**config.mk**
```make
export PLATFORM = sky130hd
export DESIGN_NAME = color_calc_stream_flat
export DESIGN_NICKNAME = d
export VERILOG_FILES = /design/src/rtl/color_calc_stream_if.sv /design/src/rtl/color_calc_stream.sv /design/src/flat_wrapper.sv
export SDC_FILE = /design/constraint.sdc
export NUM_CORES = 1
export LEC_CHECK = 0
export ABC_CLOCK_PERIOD_IN_PS = 8900
export BUFFER_PORTS_ARGS = -buffer_cell sky130_fd_sc_hd__buf_2
export CAP_MARGIN = 40
export CORE_UTILIZATION = 64
export CTS_CLUSTER_DIAMETER = 200
export CTS_CLUSTER_SIZE = 28
export DETAILED_ROUTE_END_ITERATION = 10
export PLACE_DENSITY = 0.92
export SLEW_MARGIN = 10
export SYNTH_ARGS = -nofsm -noshare
export SYNTH_HDL_FRONTEND = slang
export SYNTH_SLANG_ARGS = --single-unit
```
**constraint.sdc**
```tcl
create_clock -name clk -period 8.9 [get_ports clk]
set_input_delay 0.89 -clock clk [delete_from_list [all_inputs] [get_ports clk]]
set_output_delay 0.89 -clock clk [all_outputs]
set_load 0.01 [all_outputs]
```
**src/rtl/color_calc_stream_if.sv**
```systemverilog
// Stream bundle for color_calc_stream: amplitude/hue beats in, packed RGB beats out.
// The block uses the slave view; whoever drives the beats and consumes the RGB uses the master view.
interface color_calc_stream_if #(
   parameter int W        = 6,
   parameter int D        = 10,
   parameter int C        = 8,
   parameter int NUM_LEDS = 24,
   parameter int IW       = (NUM_LEDS > 1) ? $clog2(NUM_LEDS) : 1
);
   logic             in_valid;
   logic             in_ready;
   logic [W+D-1:0]   amp_i;
   logic [W+D-1:0]   amp_fast_i;
   logic [D-1:0]     hue_i;
   logic             steady_i;
   logic             out_valid;
   logic             out_ready;
   logic [3*C-1:0]   rgb;
   logic             out_last;
   logic [IW-1:0]    led_idx;

   modport master (
      output in_valid, amp_i, amp_fast_i, hue_i, steady_i, out_ready,
      input  in_ready, out_valid, rgb, out_last, led_idx
   );

   modport slave (
      input  in_valid, amp_i, amp_fast_i, hue_i, steady_i, out_ready,
      output in_ready, out_valid, rgb, out_last, led_idx
   );
endinterface

```
**src/rtl/color_calc_stream.sv**
```systemverilog
// Pipelined hue/amplitude to RGB converter with valid/ready flow control and frame indexing.
// Define COLOR_GAMMA_EN to add a fourth, squaring gamma stage (latency 4 instead of 3).
module color_calc_stream #(
   parameter int W         = 6,
   parameter int D         = 10,
   parameter int C         = 8,
   parameter int NUM_LEDS  = 24,
   parameter int SAT_AMP   = 1638,
   parameter int LED_LIMIT = 2**D - 1
) (
   input  logic               clk,
   input  logic               rst,
   color_calc_stream_if.slave bus
);
   localparam int IW = (NUM_LEDS > 1) ? $clog2(NUM_LEDS) : 1;
   localparam int PW = W + D + 32;
   localparam logic [D-1:0]  LIMIT    = D'(LED_LIMIT);
   localparam logic [IW-1:0] LAST_IDX = IW'(NUM_LEDS - 1);

   logic advance;
   logic accept;

   logic [W+D-1:0] amp_sel;
   logic [D+2:0]   hue_x6;
   logic [PW-1:0]  amp_prod;
   logic [W+31:0]  amp_scaled;
   logic [D-1:0]   amp_sat;
   logic [D-1:0]   frac_inv;
   logic [2*D-1:0] up_prod;
   logic [2*D-1:0] dn_prod;

   logic           s1_valid_q, s1_valid_d;
   logic [2:0]     s1_sector_q, s1_sector_d;
   logic [D-1:0]   s1_frac_q, s1_frac_d;
   logic [D-1:0]   s1_lim_q, s1_lim_d;

   logic           s2_valid_q, s2_valid_d;
   logic [2:0]     s2_sector_q, s2_sector_d;
   logic           s2_zero_q, s2_zero_d;
   logic [C-1:0]   s2_mx_q, s2_mx_d;
   logic [C-1:0]   s2_uc_q, s2_uc_d;
   logic [C-1:0]   s2_dc_q, s2_dc_d;

`ifdef COLOR_GAMMA_EN
   logic           s3_valid_q, s3_valid_d;
   logic [3*C-1:0] s3_rgb_q, s3_rgb_d;
`endif

   logic           out_valid_q, out_valid_d;
   logic [3*C-1:0] rgb_q, rgb_d;
   logic [IW-1:0]  cnt_q, cnt_d;

   function automatic logic [3*C-1:0] sector_map(input logic [2:0] sector, input logic zero,
                                                 input logic [C-1:0] mx, input logic [C-1:0] uc,
                                                 input logic [C-1:0] dc);
      logic [C-1:0] r, g, b;
      r = '0;
      g = '0;
      b = '0;
      case (sector)
         3'd0:    begin r = mx; g = uc; end
         3'd1:    begin r = dc; g = mx; end
         3'd2:    begin g = mx; b = uc; end
         3'd3:    begin g = dc; b = mx; end
         3'd4:    begin r = uc; b = mx; end
         3'd5:    begin r = mx; b = dc; end
         default: ;
      endcase
      sector_map = zero ? '0 : {r, g, b};
   endfunction

`ifdef COLOR_GAMMA_EN
   function automatic logic [3*C-1:0] gamma_sq(input logic [3*C-1:0] lin);
      logic [2*C-1:0] sq;
      gamma_sq = '0;
      for (int i = 0; i < 3; i++) begin
         sq = (2*C)'(lin[i*C +: C]) * (2*C)'(lin[i*C +: C]);
         gamma_sq[i*C +: C] = C'(sq >> C);
      end
   endfunction
`endif

   // Every stage moves in lockstep; only the output register can hold the pipe back.
   assign advance      = !out_valid_q || bus.out_ready;
   assign accept       = bus.in_valid && advance;
   assign bus.in_ready = advance || rst;

   always_comb begin
      amp_sel    = bus.steady_i ? bus.amp_i : bus.amp_fast_i;
      hue_x6     = (D+3)'(bus.hue_i) * (D+3)'(6);
      amp_prod   = PW'(amp_sel) * PW'(SAT_AMP);
      amp_scaled = (W+32)'(amp_prod >> D);
      amp_sat    = (|amp_scaled[W+31:D]) ? '1 : amp_scaled[D-1:0];
      frac_inv   = ~s1_frac_q;
      up_prod    = (2*D)'(s1_lim_q) * (2*D)'(s1_frac_q);
      dn_prod    = (2*D)'(s1_lim_q) * (2*D)'(frac_inv);
   end

   always_comb begin
      s1_valid_d  = s1_valid_q;
      s1_sector_d = s1_sector_q;
      s1_frac_d   = s1_frac_q;
      s1_lim_d    = s1_lim_q;
      s2_valid_d  = s2_valid_q;
      s2_sector_d = s2_sector_q;
      s2_zero_d   = s2_zero_q;
      s2_mx_d     = s2_mx_q;
      s2_uc_d     = s2_uc_q;
      s2_dc_d     = s2_dc_q;
`ifdef COLOR_GAMMA_EN
      s3_valid_d  = s3_valid_q;
      s3_rgb_d    = s3_rgb_q;
`endif
      out_valid_d = out_valid_q;
      rgb_d       = rgb_q;
      cnt_d       = cnt_q;

      if (advance) begin
         s1_valid_d  = accept;
         s1_sector_d = hue_x6[D+2:D];
         s1_frac_d   = hue_x6[D-1:0];
         s1_lim_d    = (amp_sat > LIMIT) ? LIMIT : amp_sat;

         s2_valid_d  = s1_valid_q;
         s2_sector_d = s1_sector_q;
         s2_zero_d   = (s1_lim_q == '0);
         s2_mx_d     = C'(s1_lim_q >> (D - C));
         s2_uc_d     = C'(up_prod >> (2*D - C));
         s2_dc_d     = C'(dn_prod >> (2*D - C));

`ifdef COLOR_GAMMA_EN
         s3_valid_d  = s2_valid_q;
         s3_rgb_d    = sector_map(s2_sector_q, s2_zero_q, s2_mx_q, s2_uc_q, s2_dc_q);
         out_valid_d = s3_valid_q;
         rgb_d       = gamma_sq(s3_rgb_q);
`else
         out_valid_d = s2_valid_q;
         rgb_d       = sector_map(s2_sector_q, s2_zero_q, s2_mx_q, s2_uc_q, s2_dc_q);
`endif
      end

      if (out_valid_q && bus.out_ready) begin
         cnt_d = (cnt_q == LAST_IDX) ? '0 : cnt_q + 1'b1;
      end
   end

   always_ff @(posedge clk) begin
      if (rst) begin
         s1_valid_q  <= 1'b0;
         s1_sector_q <= '0;
         s1_frac_q   <= '0;
         s1_lim_q    <= '0;
         s2_valid_q  <= 1'b0;
         s2_sector_q <= '0;
         s2_zero_q   <= 1'b0;
         s2_mx_q     <= '0;
         s2_uc_q     <= '0;
         s2_dc_q     <= '0;
`ifdef COLOR_GAMMA_EN
         s3_valid_q  <= 1'b0;
         s3_rgb_q    <= '0;
`endif
         out_valid_q <= 1'b0;
         rgb_q       <= '0;
         cnt_q       <= '0;
      end else begin
         s1_valid_q  <= s1_valid_d;
         s1_sector_q <= s1_sector_d;
         s1_frac_q   <= s1_frac_d;
         s1_lim_q    <= s1_lim_d;
         s2_valid_q  <= s2_valid_d;
         s2_sector_q <= s2_sector_d;
         s2_zero_q   <= s2_zero_d;
         s2_mx_q     <= s2_mx_d;
         s2_uc_q     <= s2_uc_d;
         s2_dc_q     <= s2_dc_d;
`ifdef COLOR_GAMMA_EN
         s3_valid_q  <= s3_valid_d;
         s3_rgb_q    <= s3_rgb_d;
`endif
         out_valid_q <= out_valid_d;
         rgb_q       <= rgb_d;
         cnt_q       <= cnt_d;
      end
   end

   assign bus.out_valid = out_valid_q;
   assign bus.rgb       = rgb_q;
   assign bus.led_idx   = cnt_q;
   assign bus.out_last  = out_valid_q && (cnt_q == LAST_IDX);
endmodule

```
**src/flat_wrapper.sv**
```systemverilog
// flat-port wrapper written by rule: the top's interface ports become plain ports
module color_calc_stream_flat 
#(
   parameter int W         = 6,
   parameter int D         = 10,
   parameter int C         = 8,
   parameter int NUM_LEDS  = 24,
   parameter int SAT_AMP   = 1638,
   parameter int LED_LIMIT = 2**D - 1
)
  (clk, rst, bus_in_valid, bus_amp_i, bus_amp_fast_i, bus_hue_i, bus_steady_i, bus_out_ready, bus_in_ready, bus_out_valid, bus_rgb, bus_out_last, bus_led_idx);
  color_calc_stream_if #(.W(W), .D(D), .C(C), .NUM_LEDS(NUM_LEDS)) bus_i ();
  input  logic clk;
  input  logic rst;
  input wire logic [$bits(bus_i.in_valid)-1:0] bus_in_valid;
  input wire logic [$bits(bus_i.amp_i)-1:0] bus_amp_i;
  input wire logic [$bits(bus_i.amp_fast_i)-1:0] bus_amp_fast_i;
  input wire logic [$bits(bus_i.hue_i)-1:0] bus_hue_i;
  input wire logic [$bits(bus_i.steady_i)-1:0] bus_steady_i;
  input wire logic [$bits(bus_i.out_ready)-1:0] bus_out_ready;
  output wire logic [$bits(bus_i.in_ready)-1:0] bus_in_ready;
  output wire logic [$bits(bus_i.out_valid)-1:0] bus_out_valid;
  output wire logic [$bits(bus_i.rgb)-1:0] bus_rgb;
  output wire logic [$bits(bus_i.out_last)-1:0] bus_out_last;
  output wire logic [$bits(bus_i.led_idx)-1:0] bus_led_idx;
  assign bus_i.in_valid = bus_in_valid;
  assign bus_i.amp_i = bus_amp_i;
  assign bus_i.amp_fast_i = bus_amp_fast_i;
  assign bus_i.hue_i = bus_hue_i;
  assign bus_i.steady_i = bus_steady_i;
  assign bus_i.out_ready = bus_out_ready;
  assign bus_in_ready = bus_i.in_ready;
  assign bus_out_valid = bus_i.out_valid;
  assign bus_rgb = bus_i.rgb;
  assign bus_out_last = bus_i.out_last;
  assign bus_led_idx = bus_i.led_idx;
  color_calc_stream #(.W(W), .D(D), .C(C), .NUM_LEDS(NUM_LEDS), .SAT_AMP(SAT_AMP), .LED_LIMIT(LED_LIMIT)) u_core (.clk(clk), .rst(rst), .bus(bus_i));
endmodule
```
Word-level counts from Yosys, hierarchy flattened --
Cells that the tools add are included.
Word-level totals: register bits after elaboration 82, logic and storage cells 46
Operators by class: add/subtract/negate cells 1, $mul 4, order comparisons 1, eq/ne operators 6, multiplexer cells 8, bitwise gates (word level) 1, reduce and logical (&&, ||, !) cells 12
Operator list (count):
- case mux 8 bit (3 select lines) | 3
- multiplier 16 x 10 -> 26 bit, second input constant | 1
- 2-to-1 mux 24 bit | 1
- multiplier 10 x 10 -> 20 bit | 1
- 2-to-1 mux 10 bit | 2
- multiplier 10 x 9 -> 19 bit | 1
- 2-to-1 mux 16 bit | 1
- multiplier 10 x 2 -> 12 bit, second input constant | 1
- greater-than comparator 10 bit, second input constant | 1
- logical NOT 10 bit | 1
- NOT 10 bit | 1
- OR reduction 7 bit | 1
- == test 3 x 2 -> 1 bit, second input constant | 2
- == test 3 bit, second input constant | 2
- OR reduction 2 bit | 3
- adder 5 x 1 -> 5 bit, second input constant | 1
- == test 5 bit, second input constant | 1
- 2-to-1 mux 5 bit | 1
- == test 3 x 1 -> 1 bit, second input constant | 1
- logical AND 1 bit | 3
- logical NOT 3 bit | 1
- logical OR 1 bit | 2
- logical NOT 1 bit | 1

Logic depth before layout (Yosys ltp) --
Gate-level depths: netlist of the first run.
depth after elaboration 6, depth in mapped cells 23, depth with buffers taken out 20

Worst setup path before layout of the first run --
No wires, ideal clock.
kind input port to flip-flop, start point input bus_steady_i, end point register u_core.s1_lim_q[0], library setup time 0.147 ns, data arrival time 6.852 ns, required time 8.753 ns, setup slack 1.901 ns, stages 22, path buffers 2, path through clkbuf_1 clkbuf_1 mux2i_1 inv_1 ha_1 fa_1 inv_1 fa_1 inv_1 fa_1 inv_1 fa_1 inv_1 ha_1 a21o_1 o21bai_1 nor3b_1 or4_1 o211ai_1 o2111ai_1 nor4_4 a211oi_1
Between the ends: longest elaborated chain between the ends 6
RTL lines:
- start, declared | line flat_wrapper.sv:19 | input wire logic [$bits(bus_i.steady_i)-1:0] bus_steady_i;
- 2-to-1 mux 16 bit * | line color_calc_stream.sv:89 | amp_sel = bus.steady_i ? bus.amp_i : bus.amp_fast_i;
- multiplier 16 x 10 -> 26 bit * | line color_calc_stream.sv:91 | amp_prod = PW'(amp_sel) * PW'(SAT_AMP);
- OR reduction 7 bit | line color_calc_stream.sv:93 | amp_sat = (|amp_scaled[W+31:D]) ? '1 : amp_scaled[D-1:0];
- 2-to-1 mux 10 bit * | line color_calc_stream.sv:93
- greater-than comparator 10 bit | line color_calc_stream.sv:122 | s1_lim_d = (amp_sat > LIMIT) ? LIMIT : amp_sat;
- 2-to-1 mux 10 bit * | line color_calc_stream.sv:122
- end signal, assigned | line color_calc_stream.sv:170 | s1_lim_q <= s1_lim_d;
- end, declared | line color_calc_stream.sv:35 | logic [D-1:0] s1_lim_q, s1_lim_d;
Every way passes the cells marked *; elsewhere a longest branch is shown, timed or not. A chain may end at the register's enable or synchronous reset.

Worst setup path in the final report of the first run --
start point input bus_steady_i, end point register u_core.s1_lim_q[9]
The elaborated chain is that of the path after synthesis.

==> metrics.csv, run 1 <==
stage,metric,value,unit
setup_path,criticalPathCategory,input pin to flop,
setup_path,cp_max_fo,16,
synthesis,synth-edff-count,0,
detailed_routing,routed_wl,30000,µm
layout,drive_above_1_share,0.0907,
synthesis,synth_cells,1428,
setup_path,critPathLaunch,bus_steady_i,
placed_design,port_buffers,78,
setup_path,crit_required,9.10,ns
synthesis,synth_largest_area_cell,fa_1,
layout,num-nets-final,1854,
clock_tree,cts-htree-levels,3,
die,die_h,142,µm
timing,setup_violations,0,
synthesis,ys_ff_latch,82,
die,std_cell_rows,50,
setup_path,cp_data_arrival_time,7.14,ns
synthesis,async_flop_share,0,
synthesis,synth_nets,1820,
detailed_routing,post_drt_via_cell_ratio,5.94,
clock_tree,post_cts_buffers,0,
global_routing,grt_usage,0.310,
run_status,status,"complete, no violations",
detailed_routing,drc,0,
setup_path,start_kind,input pin,
detailed_routing,vias,10300,
synthesis,synthFlopType,dfxtp_1,
layout,fillCellCount,1380,
placed_design,place_congestion,0.927,
setup_path,max_stage_delay,0.57,ns
setup_path,rr_startpoint,u_core.s1_lim_q[5],
detailed_routing,dr.pass1.iters,6,
synthesis,seq_area_frac_synth,0.130,
timing,worst_pin_slew,0.932,ns
die,start_util,0.663,
hold_path,hold_depth,2,
synthesis,syn_avg_cell_area,8.83,µm²
clock_tree,cts_made_buffers,9,
synthesis,synthTopCellsByArea,"fa_1, ha_1, dfxtp_1",
timing,final.min_clock_period,6.94,ns
timing,finalHoldViolCount,0,
global_routing,antenna_found_initial,2,
global_routing,grt_pass1_wl,49700,µm
die,die_area,20300,µm²
synthesis,ys_types,65,
clock_tree,cts_buffer_depth,2,
timing,tns,0,ns
timing,fin_crit_sh,0.780,
clock_tree,hold_buffers,0,
timing,relSlewSlack,0.378,
clock_tree,cts.sink_count,82,
hold_path,worstHoldStart,u_core.bus.rgb[18],
layout,synthToLayoutAreaGrowth,6.91,%
setup_path,end_kind,flop,
synthesis,syn_area,12600,µm²
timing,rsz0062_at_grt,false,
hold_path,hold_path.class,flop to flop,
detailed_routing,dr.first_iter.drc_count,734,
die,core-area,19000,µm²
clock_tree,cts_resized,0,
clock_tree,insertion_delay,0.35,ns
placed_design,hpwl,22600,µm
die,die_w,142,µm
setup_path,crit_path_frequent_cell,inv_1,
detailed_routing,avgRoutedWirePerCell,17.4,µm
setup_path,cpMaxStageDelayCell,a2111oi_1,
synthesis,synth_top_area_frac,0.254,
global_routing,grt_pass1_vias,10800,
timing,slew_viol_final,0,
setup_path,worstRegToRegCells,16,
global_routing,grt_max_degree,45,
timing,fin_skew,0.00884,ns
global_routing,globalRouteOverflowTotal,0,
clock_tree,cts_root_buf,clkbuf_16,
synthesis,ys_warn_count,0,
clock_tree,cts_tree,yes,
timing,fmaxAchievable,0.144,GHz
detailed_routing,antenna_left,0,
setup_path,crit_chain,buf_2 > mux2i_1 > inv_1 > ha_1 > fa_1 > inv_1 > fa_1 > inv_1 > fa_1 > inv_1 > fa_1 > inv_1 > ha_1 > a21o_1 > a2111oi_4 > and2_1 > a2111oi_1 > o21a_1 > o2111ai_1 > nor4_4 > a211oi_1,
job,cap_violations,0,
die,pin_count,79,
clock_tree,clkSlewWorstSetupHoldPaths,0.07,ns
critical path: cells and delay by family:
kind	cells	cell delay, ns
fa+ha+maj	6	2.83
simple gates	2	0.69
buf+inv	6	0.65
mux	1	0.55
compound gates	6	1.51
flip-flops by register name, indices dropped and copies added, names as in the netlist:
name / cells
u_core.bus.led_idx: 5
u_core.bus.out_valid: 1
u_core.bus.rgb: 24
u_core.s1_frac_q: 9
u_core.s1_lim_q: 10
u_core.s1_sector_q: 3
u_core.s1_valid_q: 1
u_core.s2_dc_q: 8
u_core.s2_mx_q: 8
u_core.s2_sector_q: 3
u_core.s2_uc_q: 8
u_core.s2_valid_q: 1
u_core.s2_zero_q: 1
cells by family (layout without fill, tap and decap cells):
logic type	after synthesis	after routing	share of synthesized area
mux	42	42	0.0341
other cells	0	2	0
simple gates	385	385	0.153
fa+ha+maj	345	345	0.438
compound gates	228	228	0.124
flops	82	82	0.130
buf+inv	305	344	0.0917
xor+xnor	41	41	0.0285
synth_stat cells, types with 3 or more instances:
master,number
buf_1,6
nand3_1,10
buf_2,3
o31ai_1,11
nor2b_1,35
o211ai_1,4
nand2b_1,70
o22ai_1,17
or3_1,3
xor2_1,17
a21oi_1,57
a31oi_1,6
o21ai_0,34
o2111ai_1,3
a21o_1,18
nor3_1,12
a22o_1,18
nand4_1,7
clkbuf_1,60
a211o_1,6
xnor2_1,24
o21bai_1,6
fa_1,160
ha_1,185
mux2_2,8
o21ai_1,3
dfxtp_1,82
mux2i_1,34
o21a_1,4
and3_1,4
nor2_1,50
a211oi_1,16
and2_1,34
nand2_1,146
inv_1,235
cells in the final DEF (no fill, tap or decap), drive strengths merged, types with 5 or more instances in the layout:
cell	n
nor3	12
a211oi	18
a211o	6
nor2b	35
a31oi	6
xnor2	24
nand3	10
dfxtp	82
fa	160
nand2b	70
a21o	18
ha	185
o21bai	6
a21oi	58
buf	93
nand2	146
o31ai	12
xor2	17
a22o	18
nor2	50
mux2	8
inv	240
a2111oi	5
o22ai	17
o21ai	37
and2	34
clkbuf	9
nand4	7
mux2i	34
area by class of cell:
type                       instances  area, µm²  area share
antenna                            2       5.00    0.000371
clock buffer                       9        225      0.0167
clock inverter                     7       76.3     0.00566
inverter                         235        882      0.0655
multi-input combinational       1041       9810       0.728
sequential                        82       1640       0.122
tap                              260        325      0.0241
timing repair buffer              93        508      0.0377
layer usage:
metal	part of all wire	routed length (µm)	track usage
met5	0	0	0
met4	0.048	1440	0.161
met3	0.056	1690	0.0464
met2	0.51	15200	0.564
met1	0.39	11700	0.349
final timing paths:
path	endpoint	slack [ns]
setup / recovery	u_core.s1_lim_q[9]	1.96
hold reg to reg	u_core.bus.rgb[18]	0.45
hold / removal	u_core.bus.rgb[18]	0.45
setup reg to reg	u_core.s2_dc_q[6]	2.68
stage by stage:
stage               cells  hold slack, ns  area, µm²  utilization  setup slack (ns)
floorplan            1428           0.425      12600            -              1.90
global placement     1709           0.433      13200        0.691              1.75
detailed placement   1711           0.437      13200        0.693              1.63
CTS                  1727           0.453      13500        0.708              1.98
global route         1727           0.468      13500        0.708              1.53
finish               1729           0.452      13500        0.709              1.96
Power of run 1 is not shown: default switching activity piles up to over one toggle a cycle in this logic, so the estimate is an artifact.
==> inputs of run 2 (changes only) <==
--- a/config.mk
+++ b/config.mk
@@ -5,7 +5,7 @@
 export SDC_FILE = /design/constraint.sdc
 export NUM_CORES = 1
 export LEC_CHECK = 0
-export ABC_CLOCK_PERIOD_IN_PS = 8900
+export ABC_CLOCK_PERIOD_IN_PS = 7200
 export BUFFER_PORTS_ARGS = -buffer_cell sky130_fd_sc_hd__buf_2
 export CAP_MARGIN = 40
 export CORE_UTILIZATION = 64
==> constraint.sdc (replaced) <==
create_clock -name clk -period 7.2 [get_ports clk]
set_input_delay 0.72 -clock clk [delete_from_list [all_inputs] [get_ports clk]]
set_output_delay 0.72 -clock clk [all_outputs]
set_load 0.01 [all_outputs]
==> run 2 against run 1 <==
Global-route usage fell by 0.087 points; design area is 0.61% higher; routed wire length is 0.66% higher; worst setup slack got worse by 1.2 ns; count of clock-buffer cells in the layout stayed put; critical path type unchanged; largest cell class unchanged.
==> metrics.csv, run 2 (synthesized netlist as in run 1, its figures left out) <==
stage,metric,value,unit,change
layout,fillCellCount,1351,,-2.1%
die,core-area,19000,µm²,unchanged
setup_path,max_stage_delay,0.59,ns,+0.02 ns
run_status,status,"complete, no violations",,
timing,setup_violations,0,,unchanged
clock_tree,cts_resized,0,,unchanged
setup_path,crit_chain,buf_2 > mux2i_1 > inv_1 > ha_1 > fa_1 > inv_1 > fa_1 > inv_1 > fa_1 > inv_1 > fa_1 > inv_1 > ha_1 > a21o_1 > a2111oi_4 > and2_1 > a2111oi_1 > o21a_1 > o2111ai_1 > nor4_4 > buf_4 > a211oi_1,,
setup_path,criticalPathCategory,input pin to flop,,
layout,largest_reg_flops,24,,unchanged
layout,layoutNonFillerInstCount,1739,,+0.58%
placed_design,place_inst,1717,,+0.35%
hold_path,hold_path.class,flop to flop,,
detailed_routing,avgRoutedWirePerCell,17.4,µm,about the same
timing,fin_crit_sh,0.896,,
job,cap_violations,0,,unchanged
die,die_area,20300,µm²,unchanged
global_routing,antenna_found_initial,2,,unchanged
setup_path,cp_max_fo,10,,-6
layout,num-nets-final,1864,,+0.54%
die,start_util,0.663,,unchanged
die,die_w,142,µm,unchanged
setup_path,crit_path_frequent_cell,inv_1,,
die,pin_count,79,,unchanged
detailed_routing,routed_wl,30200,µm,+0.66%
die,std_cell_rows,50,,unchanged
detailed_routing,post_drt_via_cell_ratio,5.90,,-0.69%
layout,layout_common_cells,"inv_1, ha_1, fa_1, nand2_1, dfxtp_1",,
timing,relSlewSlack,0.418,,+0.0403
timing,worst_pin_slew,0.872,ns,-0.0603 ns
global_routing,grt_max_degree,45,,unchanged
timing,finalHoldViolCount,0,,unchanged
placed_design,place_congestion,0.920,,-0.72%
setup_path,end_kind,flop,,
global_routing,grt_usage,0.309,,-0.000866
placed_design,place_area,13200,µm²,+0.29%
clock_tree,cts_tree,yes,,
timing,final.min_clock_period,6.45,ns,
layout,fin_area,13600,µm²,+0.61%
clock_tree,clkSlewWorstSetupHoldPaths,0.07,ns,about the same
setup_path,start_kind,input pin,,
timing,fin_skew,0.00606,ns,-0.00278 ns
clock_tree,cts_root_buf,clkbuf_16,,
global_routing,grt_pass1_wl,50100,µm,+0.69%
timing,tns,0,ns,unchanged
detailed_routing,dr.first_iter.drc_count,641,,-13%
layout,synthToLayoutAreaGrowth,7.56,%,
layout,layout_commonest_cell,inv_1,,
placed_design,hpwl,23000,µm,+1.6%
clock_tree,cts_buffer_depth,2,,unchanged
clock_tree,hold_buffers,0,,unchanged
detailed_routing,vias,10300,,-0.12%
clock_tree,cts_made_buffers,9,,unchanged
clock_tree,cts.sink_count,82,,unchanged
clock_tree,cts-htree-levels,3,,unchanged
global_routing,grt_pass1_vias,10800,,-0.48%
placed_design,port_buffers,78,,unchanged
die,die_h,142,µm,unchanged
setup_path,cp_data_arrival_time,6.66,ns,-0.48 ns
clock_tree,insertion_delay,0.34,ns,about the same
detailed_routing,dr.pass1.iters,6,,unchanged
detailed_routing,drc,0,,unchanged
timing,fmaxAchievable,0.155,GHz,
setup_path,cpMaxStageDelayCell,a2111oi_1,,
setup_path,crit_required,7.41,ns,-1.69 ns
detailed_routing,antenna_left,0,,unchanged
timing,rsz0062_at_grt,false,,
clock_tree,post_cts_buffers,0,,unchanged
layout,drive_above_1_share,0.0961,,+0.00548
global_routing,globalRouteOverflowTotal,0,,unchanged
layout,final_util,0.713,,+0.00434
timing,slew_viol_final,0,,unchanged
-- run 2: per-stage QoR --
step / hold slack, ns / setup slack [ns]
finish: 0.452 / 0.750
global route: 0.475 / 0.486
CTS: 0.457 / 0.769
detailed placement: 0.440 / 0.425
global placement: 0.432 / 0.588
floorplan: 0.425 / 0.371
-- run 2: path summary, 6_finish.rpt --
path	end	from	cells past startpoint	slack [ns]
max reg2reg	u_core.s2_dc_q[6]	u_core.s1_lim_q[1]	15	1.21
min reg2reg	u_core.bus.rgb[16]	u_core.bus.rgb[16]	2	0.45
min	u_core.bus.rgb[16]	u_core.bus.rgb[16]	2	0.45
max	u_core.s1_lim_q[0]	bus_steady_i	22	0.75
-- run 2: critical path: cells and delay by family --
family | cells | cell delay [ns]
adder cells (fa/ha/maj) | 6 | 2.87
AO/OA/AOI/OAI | 6 | 1.46
buffers and inverters | 7 | 0.84
multiplexers | 1 | 0.40
AND/OR/NAND/NOR | 2 | 0.37
-- run 2: layer usage --
metal  track usage  wire, µm  up-vias
met1         0.356     11700     4958
met5             0         0        -
met2         0.560     15300      446
met4         0.152      1320        0
li1              -         -     4743
met3        0.0417      1840      110
-- run 2: final cells by class --
| type | count | area [µm²] | share of cell area |
|---|---|---|---|
| Antenna cell | 2 | 5.00 | 0.000369 |
| Timing Repair Buffer | 103 | 593 | 0.0437 |
| Clock buffer | 9 | 225 | 0.0166 |
| Clock inverter | 7 | 73.8 | 0.00544 |
| Tap cell | 260 | 325 | 0.0240 |
| Sequential cell | 82 | 1640 | 0.121 |
| Multi-Input combinational cell | 1041 | 9810 | 0.724 |
| Inverter | 235 | 882 | 0.0651 |
Power of run 2 is left out for the same reason.
==> inputs of run 3 (changes only) <==
--- a/config.mk
+++ b/config.mk
@@ -8,11 +8,13 @@
 export ABC_CLOCK_PERIOD_IN_PS = 7200
 export BUFFER_PORTS_ARGS = -buffer_cell sky130_fd_sc_hd__buf_2
 export CAP_MARGIN = 40
+export CORE_MARGIN = 2
 export CORE_UTILIZATION = 64
 export CTS_CLUSTER_DIAMETER = 200
 export CTS_CLUSTER_SIZE = 28
 export DETAILED_ROUTE_END_ITERATION = 10
-export PLACE_DENSITY = 0.92
+export PLACE_DENSITY = 0.83
+export REMOVE_ABC_BUFFERS = 1
 export SLEW_MARGIN = 10
 export SYNTH_ARGS = -nofsm -noshare
 export SYNTH_HDL_FRONTEND = slang
==> run 3 against run 2 <==
Fmax shrank 0.95%; final cell count grew 0.29%; utilization shrank 1.5 points; count of clock-buffer cells in the layout is the same; die area grew 2.8%; critical path depth shrank 1.
==> metrics.csv, run 3 (synthesized netlist as in run 1, its figures left out) <==
stage,metric,value,unit,change
setup_path,crit_path_frequent_cell,inv_1,,
global_routing,grt_usage,0.285,,-0.0239
clock_tree,cts_buffer_depth,2,,unchanged
clock_tree,cts_root_buf,clkbuf_16,,
setup_path,cp.buffers_inverters,6,,-1
layout,fillCellCount,1530,,+13%
setup_path,rr_startpoint,u_core.s1_lim_q[1],,
global_routing,grt_max_degree,45,,unchanged
setup_path,crit_family,adder cells,,
layout,final_util,0.698,,-0.0146
job,cap_violations,0,,unchanged
timing,setup_violations,0,,unchanged
global_routing,grt_pass1_vias,10100,,-5.9%
layout,drive_above_1_share,0.0968,,+0.000612
timing,fmaxAchievable,0.154,GHz,-0.95%
global_routing,globalRouteOverflowTotal,0,,unchanged
timing,worst_pin_slew,0.925,ns,+0.0533 ns
layout,layout_commonest_cell,inv_1,,
clock_tree,cts_tree,yes,,
die,start_util,0.650,,-0.0130
setup_path,cp_max_fo,10,,unchanged
placed_design,place_congestion,0.951,,+3.3%
setup_path,crit_required,7.38,ns,-0.03 ns
setup_path,path_depth,21,,-4.5%
setup_path,crit_chain,buf_2 > mux2i_1 > inv_1 > ha_1 > fa_1 > inv_1 > fa_1 > inv_1 > fa_1 > inv_1 > fa_1 > inv_1 > ha_1 > a21o_1 > o21bai_1 > nor3b_1 > or4_1 > o211ai_1 > o2111ai_1 > nor4_4 > a211oi_1,,
clock_tree,clkSlewWorstSetupHoldPaths,0.06,ns,about the same
timing,slew_viol_final,0,,unchanged
clock_tree,hold_buffers,0,,unchanged
detailed_routing,drc,0,,unchanged
hold_path,hold_depth,2,,unchanged
timing,fin_skew,0.00857,ns,+0.00251 ns
placed_design,port_buffers,78,,unchanged
global_routing,antenna_found_initial,2,,unchanged
hold_path,hold_path_end,u_core.s2_valid_q,,
clock_tree,post_cts_buffers,0,,unchanged
setup_path,r2r-end,u_core.s2_dc_q[6],,
clock_tree,cts.sink_count,82,,unchanged
die,die_area,20800,µm²,+2.8%
setup_path,worstRegToRegCells,15,,unchanged
clock_tree,cts-htree-levels,3,,unchanged
layout,synthToLayoutAreaGrowth,7.46,%,about the same
run_status,status,"complete, no violations",,
die,std_cell_rows,51,,+2.0%
timing,relSlewSlack,0.383,,-0.0356
setup_path,max_stage_delay,0.55,ns,-0.04 ns
detailed_routing,routed_wl,28800,µm,-4.8%
die,die_h,144,µm,+1.4%
clock_tree,insertion_delay,0.34,ns,about the same
detailed_routing,avgRoutedWirePerCell,16.5,µm,-5.1%
layout,num-nets-final,1865,,+0.054%
detailed_routing,vias,10000,,-2.3%
timing,finalHoldViolCount,0,,unchanged
setup_path,cpMaxStageDelayCell,fa_1,,
layout,largest_reg_flops,24,,unchanged
layout,layout_common_cells,"inv_1, ha_1, fa_1, nand2_1, dfxtp_1",,
placed_design,hpwl,22800,µm,-1.0%
hold_path,worstHoldStart,u_core.s2_valid_q,,
setup_path,cp_data_arrival_time,6.69,ns,+0.03 ns
clock_tree,cts_resized,0,,unchanged
detailed_routing,dr.pass1.iters,5,,-1
setup_path,criticalPathCategory,input pin to flop,,
timing,fin_crit_sh,0.904,,+0.00861
detailed_routing,antenna_left,0,,unchanged
die,core-area,19400,µm²,+2.0%
global_routing,grt_pass1_wl,47500,µm,-5.1%
detailed_routing,post_drt_via_cell_ratio,5.75,,-2.6%
die,pin_count,79,,unchanged
clock_tree,cts_made_buffers,9,,unchanged
setup_path,end_kind,flop,,
hold_path,hold_path.class,flop to flop,,
setup_path,critPathLaunch,bus_steady_i,,
setup_path,r2r_slack,1.22,ns,about the same
timing,final.min_clock_period,6.51,ns,+0.0620 ns
detailed_routing,dr.first_iter.drc_count,605,,-5.6%
timing,rsz0062_at_grt,false,,
timing,tns,0,ns,unchanged
setup_path,start_kind,input pin,,
die,die_w,144,µm,+1.4%
[run 3: changes by cell type in the layout (fill, tap and decap cells not counted), sizes merged]
cell / before / now
buf: 101 / 104
clkinv: 2 / 4
inv: 238 / 236
clkbuf: 10 / 9
dlymetal6s2s: 1 / 0
diode: 2 / 1
[run 3: per-layer routing]
layer  part of all wire  up-vias  track usage
met5            0.00045        -            0
met4              0.021        2       0.0746
met3              0.055       58       0.0288
met2               0.50      308        0.514
met1               0.42     4905        0.365
li1                   -     4751            -
[run 3: per-stage QoR]
step / worst slack (ns) / area [µm²] / std cells / hold slack [ns]
finish: 0.688 / 13500 / 1744 / 0.454
global route: 0.303 / 13500 / 1743 / 0.480
CTS: 0.662 / 13500 / 1743 / 0.456
detailed placement: 0.311 / 13300 / 1727 / 0.446
global placement: 0.442 / 13200 / 1723 / 0.434
floorplan: 1.11 / 12300 / 1358 / 0.425
[run 3: worst max path at each step]
stage,to
CTS,u_core.s1_lim_q[2]
finish,u_core.s1_lim_q[3]
global route,u_core.s1_lim_q[6]
global placement,u_core.s1_lim_q[0]
detailed placement,u_core.s1_lim_q[2]
floorplan,u_core.s1_lim_q[0]
[run 3: tightest hold or removal path, delay by kind of cell (launching register included)]
family	cells	cell delay, ns
flip-flops	1	0.31
AND/OR/NAND/NOR	1	0.05
AO/OA/AOI/OAI	1	0.05
[run 3: final cells by class]
cell class,instances,area (µm²),area share
antenna,1,2.50,0.000185
clock buffer,9,225,0.0166
clock inverter,7,66.3,0.00490
inverter,235,882,0.0651
multi-input combinational,1041,9810,0.724
sequential,82,1640,0.121
tap,265,332,0.0245
timing repair buffer,104,584,0.0431
Power of run 3 is left out for the same reason.
